==> src/rtl/camera_pkg.sv <==
// Shared definitions for the UYVY camera capture front end: output modes,
// byte phase encoding and the pixel-to-framebuffer mapping.
package camera_pkg;

   localparam logic [1:0] MODE_LUMA    = 2'd0;
   localparam logic [1:0] MODE_OVERLAY = 2'd1;
   localparam logic [1:0] MODE_MASK    = 2'd2;

   typedef enum logic [1:0] {
      PH_CB = 2'd0,
      PH_Y0 = 2'd1,
      PH_CR = 2'd2,
      PH_Y1 = 2'd3
   } phase_t;

   // The reserved mode code falls through to plain luma.
   function automatic logic [7:0] map_pixel(input logic [1:0] mode,
                                            input logic [7:0] luma,
                                            input logic       hit);
      logic [7:0] res;
      case (mode)
         MODE_OVERLAY: res = hit ? 8'hFF : {1'b0, luma[7:1]};
         MODE_MASK:    res = hit ? 8'hFF : 8'h00;
         default:      res = luma;
      endcase
      return res;
   endfunction

endpackage

==> src/rtl/camera_capture_stats_if.sv <==
// Sensor byte stream plus framebuffer write port of the capture block.
interface camera_capture_stats_if #(parameter int ADDR_W = 19);

   logic              vsync;
   logic              href;
   logic [7:0]        byte_camera;
   logic              enable_write_memory;
   logic [ADDR_W-1:0] pos_pxl;
   logic [7:0]        pixel_out;

   // master: sensor / framebuffer side; slave: the capture block
   modport master (
      output vsync, href, byte_camera,
      input  enable_write_memory, pos_pxl, pixel_out
   );

   modport slave (
      input  vsync, href, byte_camera,
      output enable_write_memory, pos_pxl, pixel_out
   );

endinterface

==> src/rtl/camera_frame_stats.sv <==
// Per-frame match counter and bounding-box accumulator; results are latched
// to the outputs on each frame edge while capture is armed.
module camera_frame_stats #(
   parameter int X_W   = 10,
   parameter int Y_W   = 9,
   parameter int CNT_W = 19
) (
   input  logic             clk,
   input  logic             rst,
   input  logic             pixel_valid,
   input  logic             match,
   input  logic [X_W-1:0]   x,
   input  logic [Y_W-1:0]   y,
   input  logic             frame_edge,
   input  logic             armed,
   output logic             frame_done,
   output logic [CNT_W-1:0] match_count,
   output logic             bbox_valid,
   output logic [X_W-1:0]   x_min,
   output logic [X_W-1:0]   x_max,
   output logic [Y_W-1:0]   y_min,
   output logic [Y_W-1:0]   y_max
);

   localparam logic [CNT_W-1:0] CNT_MAX = {CNT_W{1'b1}};

   logic [CNT_W-1:0] acc_cnt_r,  cnt_nxt_s;
   logic [X_W-1:0]   acc_xmin_r, xmin_nxt_s;
   logic [X_W-1:0]   acc_xmax_r, xmax_nxt_s;
   logic [Y_W-1:0]   acc_ymin_r, ymin_nxt_s;
   logic [Y_W-1:0]   acc_ymax_r, ymax_nxt_s;

   // Accumulator values including the current pixel.
   always_comb begin
      cnt_nxt_s  = acc_cnt_r;
      xmin_nxt_s = acc_xmin_r;
      xmax_nxt_s = acc_xmax_r;
      ymin_nxt_s = acc_ymin_r;
      ymax_nxt_s = acc_ymax_r;
      if (pixel_valid && match) begin
         if (acc_cnt_r != CNT_MAX) begin
            cnt_nxt_s = acc_cnt_r + CNT_W'(1'b1);
         end else begin
            cnt_nxt_s = acc_cnt_r;
         end
         xmin_nxt_s = (x < acc_xmin_r) ? x : acc_xmin_r;
         xmax_nxt_s = (x > acc_xmax_r) ? x : acc_xmax_r;
         ymin_nxt_s = (y < acc_ymin_r) ? y : acc_ymin_r;
         ymax_nxt_s = (y > acc_ymax_r) ? y : acc_ymax_r;
      end else begin
         cnt_nxt_s = acc_cnt_r;
      end
   end

   // Accumulate during the frame; publish and restart on the frame edge.
   always_ff @(posedge clk or posedge rst) begin
      if (rst) begin
         acc_cnt_r   <= {CNT_W{1'b0}};
         acc_xmin_r  <= {X_W{1'b1}};
         acc_xmax_r  <= {X_W{1'b0}};
         acc_ymin_r  <= {Y_W{1'b1}};
         acc_ymax_r  <= {Y_W{1'b0}};
         frame_done  <= 1'b0;
         match_count <= {CNT_W{1'b0}};
         bbox_valid  <= 1'b0;
         x_min       <= {X_W{1'b0}};
         x_max       <= {X_W{1'b0}};
         y_min       <= {Y_W{1'b0}};
         y_max       <= {Y_W{1'b0}};
      end else if (frame_edge) begin
         acc_cnt_r  <= {CNT_W{1'b0}};
         acc_xmin_r <= {X_W{1'b1}};
         acc_xmax_r <= {X_W{1'b0}};
         acc_ymin_r <= {Y_W{1'b1}};
         acc_ymax_r <= {Y_W{1'b0}};
         frame_done <= armed;
         if (armed) begin
            match_count <= cnt_nxt_s;
            bbox_valid  <= (cnt_nxt_s != {CNT_W{1'b0}});
            x_min       <= xmin_nxt_s;
            x_max       <= xmax_nxt_s;
            y_min       <= ymin_nxt_s;
            y_max       <= ymax_nxt_s;
         end
      end else begin
         acc_cnt_r  <= cnt_nxt_s;
         acc_xmin_r <= xmin_nxt_s;
         acc_xmax_r <= xmax_nxt_s;
         acc_ymin_r <= ymin_nxt_s;
         acc_ymax_r <= ymax_nxt_s;
         frame_done <= 1'b0;
      end
   end

endmodule

==> src/rtl/camera_capture_stats.sv <==
// UYVY capture front end: thresholds Cb/Cr per pixel, writes one byte per
// pixel to a row-major framebuffer and gathers per-frame detection stats.
module camera_capture_stats
   import camera_pkg::*;
#(
   parameter int H_RES  = 640,
   parameter int V_RES  = 480,
   parameter int X_W    = $clog2(H_RES),
   parameter int Y_W    = $clog2(V_RES),
   parameter int ADDR_W = $clog2(H_RES*V_RES),
   parameter int CNT_W  = $clog2(H_RES*V_RES+1)
) (
   input  logic                  pclk,
   input  logic                  reset,
   camera_capture_stats_if.slave cam,
   input  logic [7:0]            thr_cb,
   input  logic [7:0]            thr_cr,
   input  logic [1:0]            mode,
   output logic                  frame_done,
   output logic [CNT_W-1:0]      match_count,
   output logic                  bbox_valid,
   output logic [X_W-1:0]        x_min,
   output logic [X_W-1:0]        x_max,
   output logic [Y_W-1:0]        y_min,
   output logic [Y_W-1:0]        y_max
);

   // Counters carry one extra bit so they can sit at H_RES / V_RES.
   localparam logic [X_W:0]      H_LIM  = (X_W+1)'(H_RES);
   localparam logic [Y_W:0]      V_LIM  = (Y_W+1)'(V_RES);
   localparam logic [ADDR_W-1:0] H_STEP = ADDR_W'(H_RES);

   phase_t            phase_r;
   logic [7:0]        cb_r, y0_r, cr_r;
   logic [7:0]        thr_cb_r, thr_cr_r;
   logic [1:0]        mode_r;
   logic              vsync_prev_r, href_prev_r, armed_r;
   logic [X_W:0]      x_cnt_r;
   logic [Y_W:0]      y_cnt_r;
   logic [ADDR_W-1:0] line_base_r;

   logic              vsync_rise_s, href_fall_s, pix_evt_s, pixel_valid_s, match_s;
   logic [7:0]        pix_cr_s, pix_y_s;
   logic [ADDR_W-1:0] pos_s;

   assign vsync_rise_s  = cam.vsync & ~vsync_prev_r;
   assign href_fall_s   = href_prev_r & ~cam.href;
   assign pix_evt_s     = cam.href && ((phase_r == PH_CR) || (phase_r == PH_Y1));
   assign pixel_valid_s = pix_evt_s && armed_r && (x_cnt_r < H_LIM) && (y_cnt_r < V_LIM);
   assign match_s       = (cb_r > thr_cb_r) && (pix_cr_s > thr_cr_r);
   assign pos_s         = line_base_r + ADDR_W'(x_cnt_r);

   // Pixel0 takes Cr from the bus; pixel1 takes Y1 from the bus.
   always_comb begin
      if (phase_r == PH_CR) begin
         pix_cr_s = cam.byte_camera;
         pix_y_s  = y0_r;
      end else begin
         pix_cr_s = cr_r;
         pix_y_s  = cam.byte_camera;
      end
   end

   // Byte phase machine; a gap in href abandons any partial quad.
   always_ff @(posedge pclk or posedge reset) begin
      if (reset) begin
         phase_r <= PH_CB;
         cb_r    <= 8'h00;
         y0_r    <= 8'h00;
         cr_r    <= 8'h00;
      end else if (!cam.href) begin
         phase_r <= PH_CB;
      end else begin
         case (phase_r)
            PH_CB: begin
               cb_r    <= cam.byte_camera;
               phase_r <= PH_Y0;
            end
            PH_Y0: begin
               y0_r    <= cam.byte_camera;
               phase_r <= PH_CR;
            end
            PH_CR: begin
               cr_r    <= cam.byte_camera;
               phase_r <= PH_Y1;
            end
            PH_Y1:   phase_r <= PH_CB;
            default: phase_r <= PH_CB;
         endcase
      end
   end

   // Frame/line tracking, shadow settings and incremental address base.
   always_ff @(posedge pclk or posedge reset) begin
      if (reset) begin
         vsync_prev_r <= 1'b0;
         href_prev_r  <= 1'b0;
         armed_r      <= 1'b0;
         thr_cb_r     <= 8'h00;
         thr_cr_r     <= 8'h00;
         mode_r       <= MODE_LUMA;
         x_cnt_r      <= {(X_W+1){1'b0}};
         y_cnt_r      <= {(Y_W+1){1'b0}};
         line_base_r  <= {ADDR_W{1'b0}};
      end else begin
         vsync_prev_r <= cam.vsync;
         href_prev_r  <= cam.href;
         if (vsync_rise_s) begin
            armed_r     <= 1'b1;
            thr_cb_r    <= thr_cb;
            thr_cr_r    <= thr_cr;
            mode_r      <= mode;
            x_cnt_r     <= {(X_W+1){1'b0}};
            y_cnt_r     <= {(Y_W+1){1'b0}};
            line_base_r <= {ADDR_W{1'b0}};
         end else if (href_fall_s) begin
            x_cnt_r <= {(X_W+1){1'b0}};
            if (y_cnt_r < V_LIM) begin
               y_cnt_r     <= y_cnt_r + (Y_W+1)'(1'b1);
               line_base_r <= line_base_r + H_STEP;
            end
         end else if (pix_evt_s && (x_cnt_r < H_LIM)) begin
            x_cnt_r <= x_cnt_r + (X_W+1)'(1'b1);
         end
      end
   end

   // Framebuffer write stage; address and data hold between writes.
   always_ff @(posedge pclk or posedge reset) begin
      if (reset) begin
         cam.enable_write_memory <= 1'b0;
         cam.pos_pxl             <= {ADDR_W{1'b0}};
         cam.pixel_out           <= 8'h00;
      end else begin
         cam.enable_write_memory <= pixel_valid_s;
         if (pixel_valid_s) begin
            cam.pos_pxl   <= pos_s;
            cam.pixel_out <= map_pixel(mode_r, pix_y_s, match_s);
         end
      end
   end

   camera_frame_stats #(
      .X_W   (X_W),
      .Y_W   (Y_W),
      .CNT_W (CNT_W)
   ) u_stats (
      .clk         (pclk),
      .rst         (reset),
      .pixel_valid (pixel_valid_s),
      .match       (match_s),
      .x           (x_cnt_r[X_W-1:0]),
      .y           (y_cnt_r[Y_W-1:0]),
      .frame_edge  (vsync_rise_s),
      .armed       (armed_r),
      .frame_done  (frame_done),
      .match_count (match_count),
      .bbox_valid  (bbox_valid),
      .x_min       (x_min),
      .x_max       (x_max),
      .y_min       (y_min),
      .y_max       (y_max)
   );

endmodule

==> src/flat_wrapper.sv <==
// flat-port wrapper written by rule: the top's interface ports become plain ports
module camera_capture_stats_flat import camera_pkg::*;
#(
   parameter int H_RES  = 640,
   parameter int V_RES  = 480,
   parameter int X_W    = $clog2(H_RES),
   parameter int Y_W    = $clog2(V_RES),
   parameter int ADDR_W = $clog2(H_RES*V_RES),
   parameter int CNT_W  = $clog2(H_RES*V_RES+1)
)
  (pclk, reset, thr_cb, thr_cr, mode, frame_done, match_count, bbox_valid, x_min, x_max, y_min, y_max, cam_vsync, cam_href, cam_byte_camera, cam_enable_write_memory, cam_pos_pxl, cam_pixel_out);
  camera_capture_stats_if #(.ADDR_W(ADDR_W)) cam_i ();
  input  logic pclk;
  input  logic reset;
  input  logic [7:0] thr_cb;
  input  logic [7:0] thr_cr;
  input  logic [1:0] mode;
  output logic frame_done;
  output logic [CNT_W-1:0] match_count;
  output logic bbox_valid;
  output logic [X_W-1:0] x_min;
  output logic [X_W-1:0] x_max;
  output logic [Y_W-1:0] y_min;
  output logic [Y_W-1:0] y_max;
  input wire logic [$bits(cam_i.vsync)-1:0] cam_vsync;
  input wire logic [$bits(cam_i.href)-1:0] cam_href;
  input wire logic [$bits(cam_i.byte_camera)-1:0] cam_byte_camera;
  output wire logic [$bits(cam_i.enable_write_memory)-1:0] cam_enable_write_memory;
  output wire logic [$bits(cam_i.pos_pxl)-1:0] cam_pos_pxl;
  output wire logic [$bits(cam_i.pixel_out)-1:0] cam_pixel_out;
  assign cam_i.vsync = cam_vsync;
  assign cam_i.href = cam_href;
  assign cam_i.byte_camera = cam_byte_camera;
  assign cam_enable_write_memory = cam_i.enable_write_memory;
  assign cam_pos_pxl = cam_i.pos_pxl;
  assign cam_pixel_out = cam_i.pixel_out;
  camera_capture_stats #(.H_RES(H_RES), .V_RES(V_RES), .X_W(X_W), .Y_W(Y_W), .ADDR_W(ADDR_W), .CNT_W(CNT_W)) u_core (.pclk(pclk), .reset(reset), .cam(cam_i), .thr_cb(thr_cb), .thr_cr(thr_cr), .mode(mode), .frame_done(frame_done), .match_count(match_count), .bbox_valid(bbox_valid), .x_min(x_min), .x_max(x_max), .y_min(y_min), .y_max(y_max));
endmodule
==> config.mk <==
export PLATFORM = sky130hd
export DESIGN_NAME = camera_capture_stats_flat
export DESIGN_NICKNAME = d
export VERILOG_FILES = /design/src/rtl/camera_pkg.sv /design/src/rtl/camera_capture_stats_if.sv /design/src/rtl/camera_frame_stats.sv /design/src/rtl/camera_capture_stats.sv /design/src/flat_wrapper.sv
export SDC_FILE = /design/constraint.sdc
export NUM_CORES = 1
export LEC_CHECK = 0
export ABC_AREA = 1
export CAP_MARGIN = 25
export CORE_UTILIZATION = 33
export CTS_CLUSTER_DIAMETER = 80
export DETAILED_ROUTE_END_ITERATION = 10
export MAX_ROUTING_LAYER = met4
export PLACE_DENSITY = 0.6
export SETUP_SLACK_MARGIN = 0.5
export SLEW_MARGIN = 5
export SYNTH_ARGS = -nofsm -noshare
export SYNTH_HDL_FRONTEND = slang
export SYNTH_SLANG_ARGS = --single-unit
==> constraint.sdc <==
create_clock -name pclk -period 24.1 [get_ports pclk]
set_input_delay 6.025 -clock pclk [delete_from_list [all_inputs] [get_ports pclk]]
set_output_delay 6.025 -clock pclk [all_outputs]
set_load 0.01 [all_outputs]
Yosys cells after proc, flatten, opt, wreduce, memory -nomap -nowiden
Index checks and enable logic that the tools add are counted.
{"block": "word_totals", "output_inout_bits": 87, "reg_bits": 231, "in_bits": 30}
{"block": "op_classes", "reduce_logical": 17, "eq_ne": 6, "magnitude_cmp": 8, "bitwise_logic": 4, "mux": 32, "n_addsub": 5}
{"cell": "$mux 19", "n": 6}
{"cell": "$mux 10", "n": 9}
{"cell": "$mux 9", "n": 6}
{"cell": "$mux 11", "n": 3}
{"cell": "$mux 8", "n": 4}
{"cell": "$add 19x1->19 const B", "n": 1}
{"cell": "$add 19x10->19 const B", "n": 1}
{"cell": "$add 19x11->19", "n": 1}
{"cell": "$ne 19x19->1 const B", "n": 1}
{"cell": "$reduce_bool 19->1", "n": 1}
{"cell": "$gt 8x8->1", "n": 2}
{"cell": "$pmux 8 s2", "n": 1}
{"cell": "$add 11x1->11 const B", "n": 1}
{"cell": "$lt 11x10->1 const B", "n": 1}
{"cell": "$add 10x1->10 const B", "n": 1}
{"cell": "$gt 10x10->1", "n": 1}
{"cell": "$lt 10x10->1", "n": 1}
{"cell": "$lt 10x9->1 const B", "n": 1}
{"cell": "$gt 9x9->1", "n": 1}
{"cell": "$lt 9x9->1", "n": 1}
{"cell": "$pmux 2 s4", "n": 1}
{"cell": "$reduce_and 2->1", "n": 4}
{"cell": "$logic_and 1x1->1", "n": 7}
{"cell": "$eq 2x2->1 const B", "n": 3}
{"cell": "9 further kinds", "n": 13}

Longest topological paths before layout
{"block": "logic_depth", "depth_word": 9, "ltp_mapped": 25, "depth_no_buf": 22}

Cells and area by module
From an unflattened synthesis, not the netlist that was laid out.
{"block": "unflattened", "hier_cells": 1445, "hier_area_um2": 11618.6}
{"mod": "camera_frame_stats", "cells_each": 775, "area_each_um2": 6125.9, "instances": 1, "seq_area_each_um2": 2926.6}
{"mod": "camera_capture_stats", "cells_each": 670, "area_each_um2": 5492.8, "instances": 1, "seq_area_each_um2": 2702.6}

Worst setup path before layout
OpenSTA, ideal clock, no wires.
{"block": "synth_path", "path_kind": "input to register", "startpoint": "in cam_byte_camera[7]", "endpoint": "reg u_core.u_stats.bbox_valid", "path_stages": 17, "setup_slack_ns": 16.206, "arrival_time_ns": 7.778, "t_required_ns": 23.984, "path_buffers": 1, "path_cell_list": "inv_1 > o21ai_0 > ha_1 > nand2_1 > nor2_1 > nand2_1 > nand2_1 > nand2_1 > nor2_1 > buf_2 > nand3_1 > nand2_1 > nand2_1 > nor2_1 > nand4_1 > nor2_1 > nor2_1"}
{"block": "synth_between", "elab_chain_cells": 6}
{"element": "from (decl)", "line_no": "flat_wrapper.sv:27", "source": "input wire logic [$bits(cam_i.byte_camera)-1:0] cam_byte_camera;"}
{"element": "$mux 8"}
{"element": "net u_core.pix_cr_s[7]", "line_no": "camera_capture_stats.sv:43", "source": "logic [7:0] pix_cr_s, pix_y_s;"}
{"element": "$gt 8x8->1", "line_no": "camera_capture_stats.sv:50", "source": "assign match_s = (cb_r > thr_cb_r) && (pix_cr_s > thr_cr_r);"}
{"element": "$logic_and 1x1->1", "line_no": "camera_capture_stats.sv:50"}
{"element": "$logic_and 1x1->1", "line_no": "camera_frame_stats.sv:40", "source": "if (pixel_valid && match) begin"}
{"element": "$mux 19", "line_no": "camera_frame_stats.sv:40"}
{"element": "$reduce_bool 19->1", "line_no": "camera_frame_stats.sv:79", "source": "bbox_valid <= (cnt_nxt_s != {CNT_W{1'b0}});"}
{"element": "to (signal assigned)", "line_no": "camera_frame_stats.sv:79"}
{"element": "to (decl)", "line_no": "camera_frame_stats.sv:18", "source": "output logic bbox_valid,"}
The timed path passes the listed nets, and every way through them passes these cells.
A chain may end at the register's enable or synchronous reset.

Worst setup path after layout
{"block": "layout_path", "startpoint": "in cam_href", "endpoint": "reg u_core.u_stats.bbox_valid"}
{"block": "layout_between", "elab_chain_cells": 7}
{"element": "from (decl)", "line_no": "flat_wrapper.sv:26", "source": "input wire logic [$bits(cam_i.href)-1:0] cam_href;"}
{"element": "$logic_and 1x1->1", "line_no": "camera_capture_stats.sv:48", "source": "assign pix_evt_s = cam.href && ((phase_r == PH_CR) || (phase_r == PH_Y1));"}
{"element": "$logic_and 1x1->1 (3 in a row)", "line_no": "camera_capture_stats.sv:49", "source": "assign pixel_valid_s = pix_evt_s && armed_r && (x_cnt_r < H_LIM) && (y_cnt_r < V_LIM);"}
{"element": "$logic_and 1x1->1", "line_no": "camera_frame_stats.sv:40"}
{"element": "$mux 19", "line_no": "camera_frame_stats.sv:40"}
{"element": "$reduce_bool 19->1", "line_no": "camera_frame_stats.sv:79"}
No other way between the ends.

==> reports/summary.md <==
The worst hold path belongs to the class flop to flop. The sum of routed wire length over all layers was 28.06 mm. The max-slew violation count was 0.

The highest ir drop seen on vdd was 0.05638 mV. Headroom to the max-slew limit came out at 37.53%. The tool flagged a number of max-cap violations equal to 0.

Portion of the clock cycle consumed by the worst path in the final layout: 37.82%. The critical path is of the primary input to flop type. The core region is 34460 µm².

The area share of the largest cell type after synthesis works out to 44.41%. The run gives 0.8765 as the final RePlAce weighted congestion. Sorting the synthesized cells by how often they occur yields nand2_1 (402), dfrtp_1 (205), o21ai_0 (185). The net count of the finished layout is 1641.

The horizontal die dimension is 189.1 µm, and the total I/O pin count is 117. The worst path in the final design needs a cycle of 9.115 ns, including I/O delays and setup. Once placement completed, the tool counted placed cells totaling 1971. The initial antenna violation count came out at 0. The worst register-to-register path begins at u_core.phase_r[0]. The logs give 26 for the number of buffers created by CTS and 14.99 ns for the setup slack after layout. Clock tree synthesis selected as its root buffer the cell clkbuf_16. The worst register-to-register path has a setup slack of 19.94 ns.

Clock-pin slew was measured on the worst setup and hold paths at 0.06 ns. Dividing the detail-routed wire length by the instance count gives 13.89 µm. The detail route stage leaves a number of antenna-violating nets equal to 0. In this run the static leakage power is 6.728 nW.

The run gives 0 as the final hold violation count. The mean instance size in the synthesized netlist was 7.988 µm². The most common cell in the synthesized netlist is nand2_1.

For the number of DRC markers in iteration 0, the log shows 538. The number of cells on the worst reg-to-reg path is 19. After routing the design area is 14010 µm².

For the final routed database, the setup TNS stands at 0 ns. After technology mapping, the gate count stands at 1446. For this run, the number of Yosys warnings is 0. In this run the critical register-to-register path is captured at u_core.u_stats.bbox_valid. The tools report the maximum clock skew at final layout as 0.01243 ns.

Setup repair after global routing left no endpoint under its margin. TritonCTS built the clock tree. In the routed layout, each cell is associated on average with a via count of 4.739.

The total overflow left after global routing is 0. Data on the critical path arrives at its endpoint at 9.57 ns. For the pin with the worst max-slew slack, the measured transition is 0.9358 ns. The count of input and output buffers came out at 116. Along the worst path, the maximum fanout reaches 60. Cells with a size suffix above 1 make up 5.879% of the layout. The tools report the worst hold path endpoint as u_core.y0_r[2]. Counting along the longest clock path gives a buffer depth of 3.

The logs give 40.67% for the post-route core utilization and 2020 for the number of non-filler instances in the completed layout. The startpoint identified for the worst hold timing path is u_core.y0_r[2]. Counting flops with a built-in enable in the synthesized netlist gives 0. The floorplan step set the die height to 189.1 µm. The count of H-tree levels built during CTS was 1; the number of nets produced by synthesis was 1542.

The maximum operating frequency came out at 109.7 MHz. The run gives 0.53 ns as the latest clock arrival within the worst-skew pair. The flow ran to the end, and the final reports show no timing, DRC or antenna violations.

The synthesized design contains 224 register bits. From synthesis to final layout, the design area changed by 21.32%. Counting instances, the worst hold path has a depth of 2. For the worst setup path, the data required time is 24.56 ns. The initial utilization of the core area, before any placement, comes to 33.52%. The first TritonRoute pass finished after 5 iterations. The number of cells upsized or downsized after cts is 0.

The power density normalized to cell area is 94.99 nW/µm², and the share of synthesized area occupied by flip-flops and latches is 48.73%. The final route contains 9573 vias. The most used flip-flop cell after synthesis is dfrtp_1. Yosys attributes the largest share of cell area to dfrtp_1 (44%), nand2_1 (13%), o21ai_0 (8.0%). The total cell area at the placement stage came out at 13120 µm².

Once detailed placement completed, the half-perimeter wirelength came to 19.84 mm. 0 antenna diodes ended up in the layout. Summing every instance area after synthesis gives 11550 µm².

The design draws 1.331 mW. The number of standard-cell rows in the floorplan was 68; the minimum setup slack after placement was 14.46 ns. Entering global routing, the biggest net connects 100 pins. Once the clock tree was built, the setup fixing pass inserted 0 buffers. Setup violations remaining at the end of the flow were counted as 0.

Number of remaining DRC errors: 0. The tightest hold path in the finished design has a slack of 0.4819 ns. In the synthesized netlist the async set-or-reset flop fraction comes to 100.0%. CTS saw 224 sinks. The kind of launch point of the worst setup path is a primary input.

After clock tree synthesis, the flow added hold-fix buffers numbering 0. The count of different cell masters after synthesis was 42. The first global-routing pass estimated 47.35 mm of wire. The tools report the nature of the critical path endpoint as a flop. Via count of the first global-routing pass: 9330. The global routing usage summed across all routing layers came out at 16.61%.

Of all cell types, the one taking the most synthesized area is dfrtp_1. The area of the die was 35760 µm².
-- sequential cells by signal (all words and copies together), names as in the netlist, 9 cells and up --
signal and flops:
u_core.y_cnt_r 10, u_core.u_stats.acc_cnt_r 19, u_core.x_cnt_r 11, u_core.u_stats.acc_ymin_r 9, u_core.u_stats.acc_xmin_r 10, u_core.line_base_r 12, u_core.cam.pos_pxl 19, u_core.u_stats.acc_xmax_r 10
u_core.u_stats.match_count 19, u_core.u_stats.x_min 10, u_core.u_stats.acc_ymax_r 9, u_core.u_stats.y_max 9, u_core.u_stats.y_min 9, u_core.u_stats.x_max 10
-- final cells by class --
cell class	count	area, µm²
Inverter	174	660.6
Fill cell	3540	20440
Multi-Input combinational cell	995	5026
Clock buffer	38	777.0
Sequential cell	224	5629
Clock inverter	10	106.4
Timing Repair Buffer	124	1245
Tap cell	455	569.3
-- worst max path at each step --
| stage | startpoint | to | slack, ns | depth (start not counted) |
|---|---|---|---|---|
| 2_1_floorplan | reset | u_core.armed_r | 11.97 | 1 |
| 3_3_place_gp | cam_href | u_core.u_stats.x_max[4] | 14.57 | 9 |
| 3_5_place_dp | cam_href | u_core.u_stats.match_count[17] | 14.46 | 11 |
| 4_1_cts | cam_href | u_core.u_stats.x_max[1] | 14.94 | 9 |
| 5_1_grt | cam_href | u_core.u_stats.bbox_valid | 14.62 | 13 |
| 6_report | cam_href | u_core.u_stats.bbox_valid | 14.99 | 15 |
-- power breakdown --
part | switching [mW] | internal [mW] | leakage, nW
logic | 0.247 | 0.172 | 3.39
registers | 0.0487 | 0.461 | 2.90
clock network | 0.157 | 0.244 | 0.438
-- cells in the final DEF (no fill, tap or decap), types with 7 or more instances in the layout --
master,count
nor2_1,117
dfstp_2,19
clkdlybuf4s50_1,116
or2_2,9
ha_1,66
o21ai_1,34
dfrtp_1,205
clkbuf_16,27
nor3_1,16
a21oi_1,50
a211oi_1,7
nand3_1,46
o21ai_0,185
inv_1,166
nand4_1,10
nand2_1,402
-- kinds of logic after synthesis --
| logic type | share of synthesized area (%) |
|---|---|
| AOI/OAI and AO/OA | 14.16 |
| adders and majority gates | 7.149 |
| buffers and inverters | 7.756 |
| xor gates and xnor gates | 0.5308 |
| DFF | 48.73 |
| and+or+nand+nor | 21.67 |
-- metal layers --
layer | global-route usage [%] | share of wire [%] | up-vias
met5 | - | 0 | -
met4 | 4.622 | 2.4 | 0
met3 | 2.428 | 4.2 | 47
met2 | 27.05 | 47 | 166
met1 | 21.50 | 47 | 4483
li1 | - | - | 4877
-- worst max-delay path, cell delays in order --
cell	delay, ns
clkdlybuf4s50_1	0.58
inv_2	0.06
nor3_2	0.20
nand2_2	0.13
nor2_4	0.67
nand4_4	0.48
inv_2	0.86
nand2_1	0.10
nand2_1	0.10
inv_1	0.06
nand2_1	0.06
nor2_1	0.04
nand2_1	0.06
nor2_1	0.04
nor2_1	0.07
No activity file was read; power rests on OpenSTA's default activity.
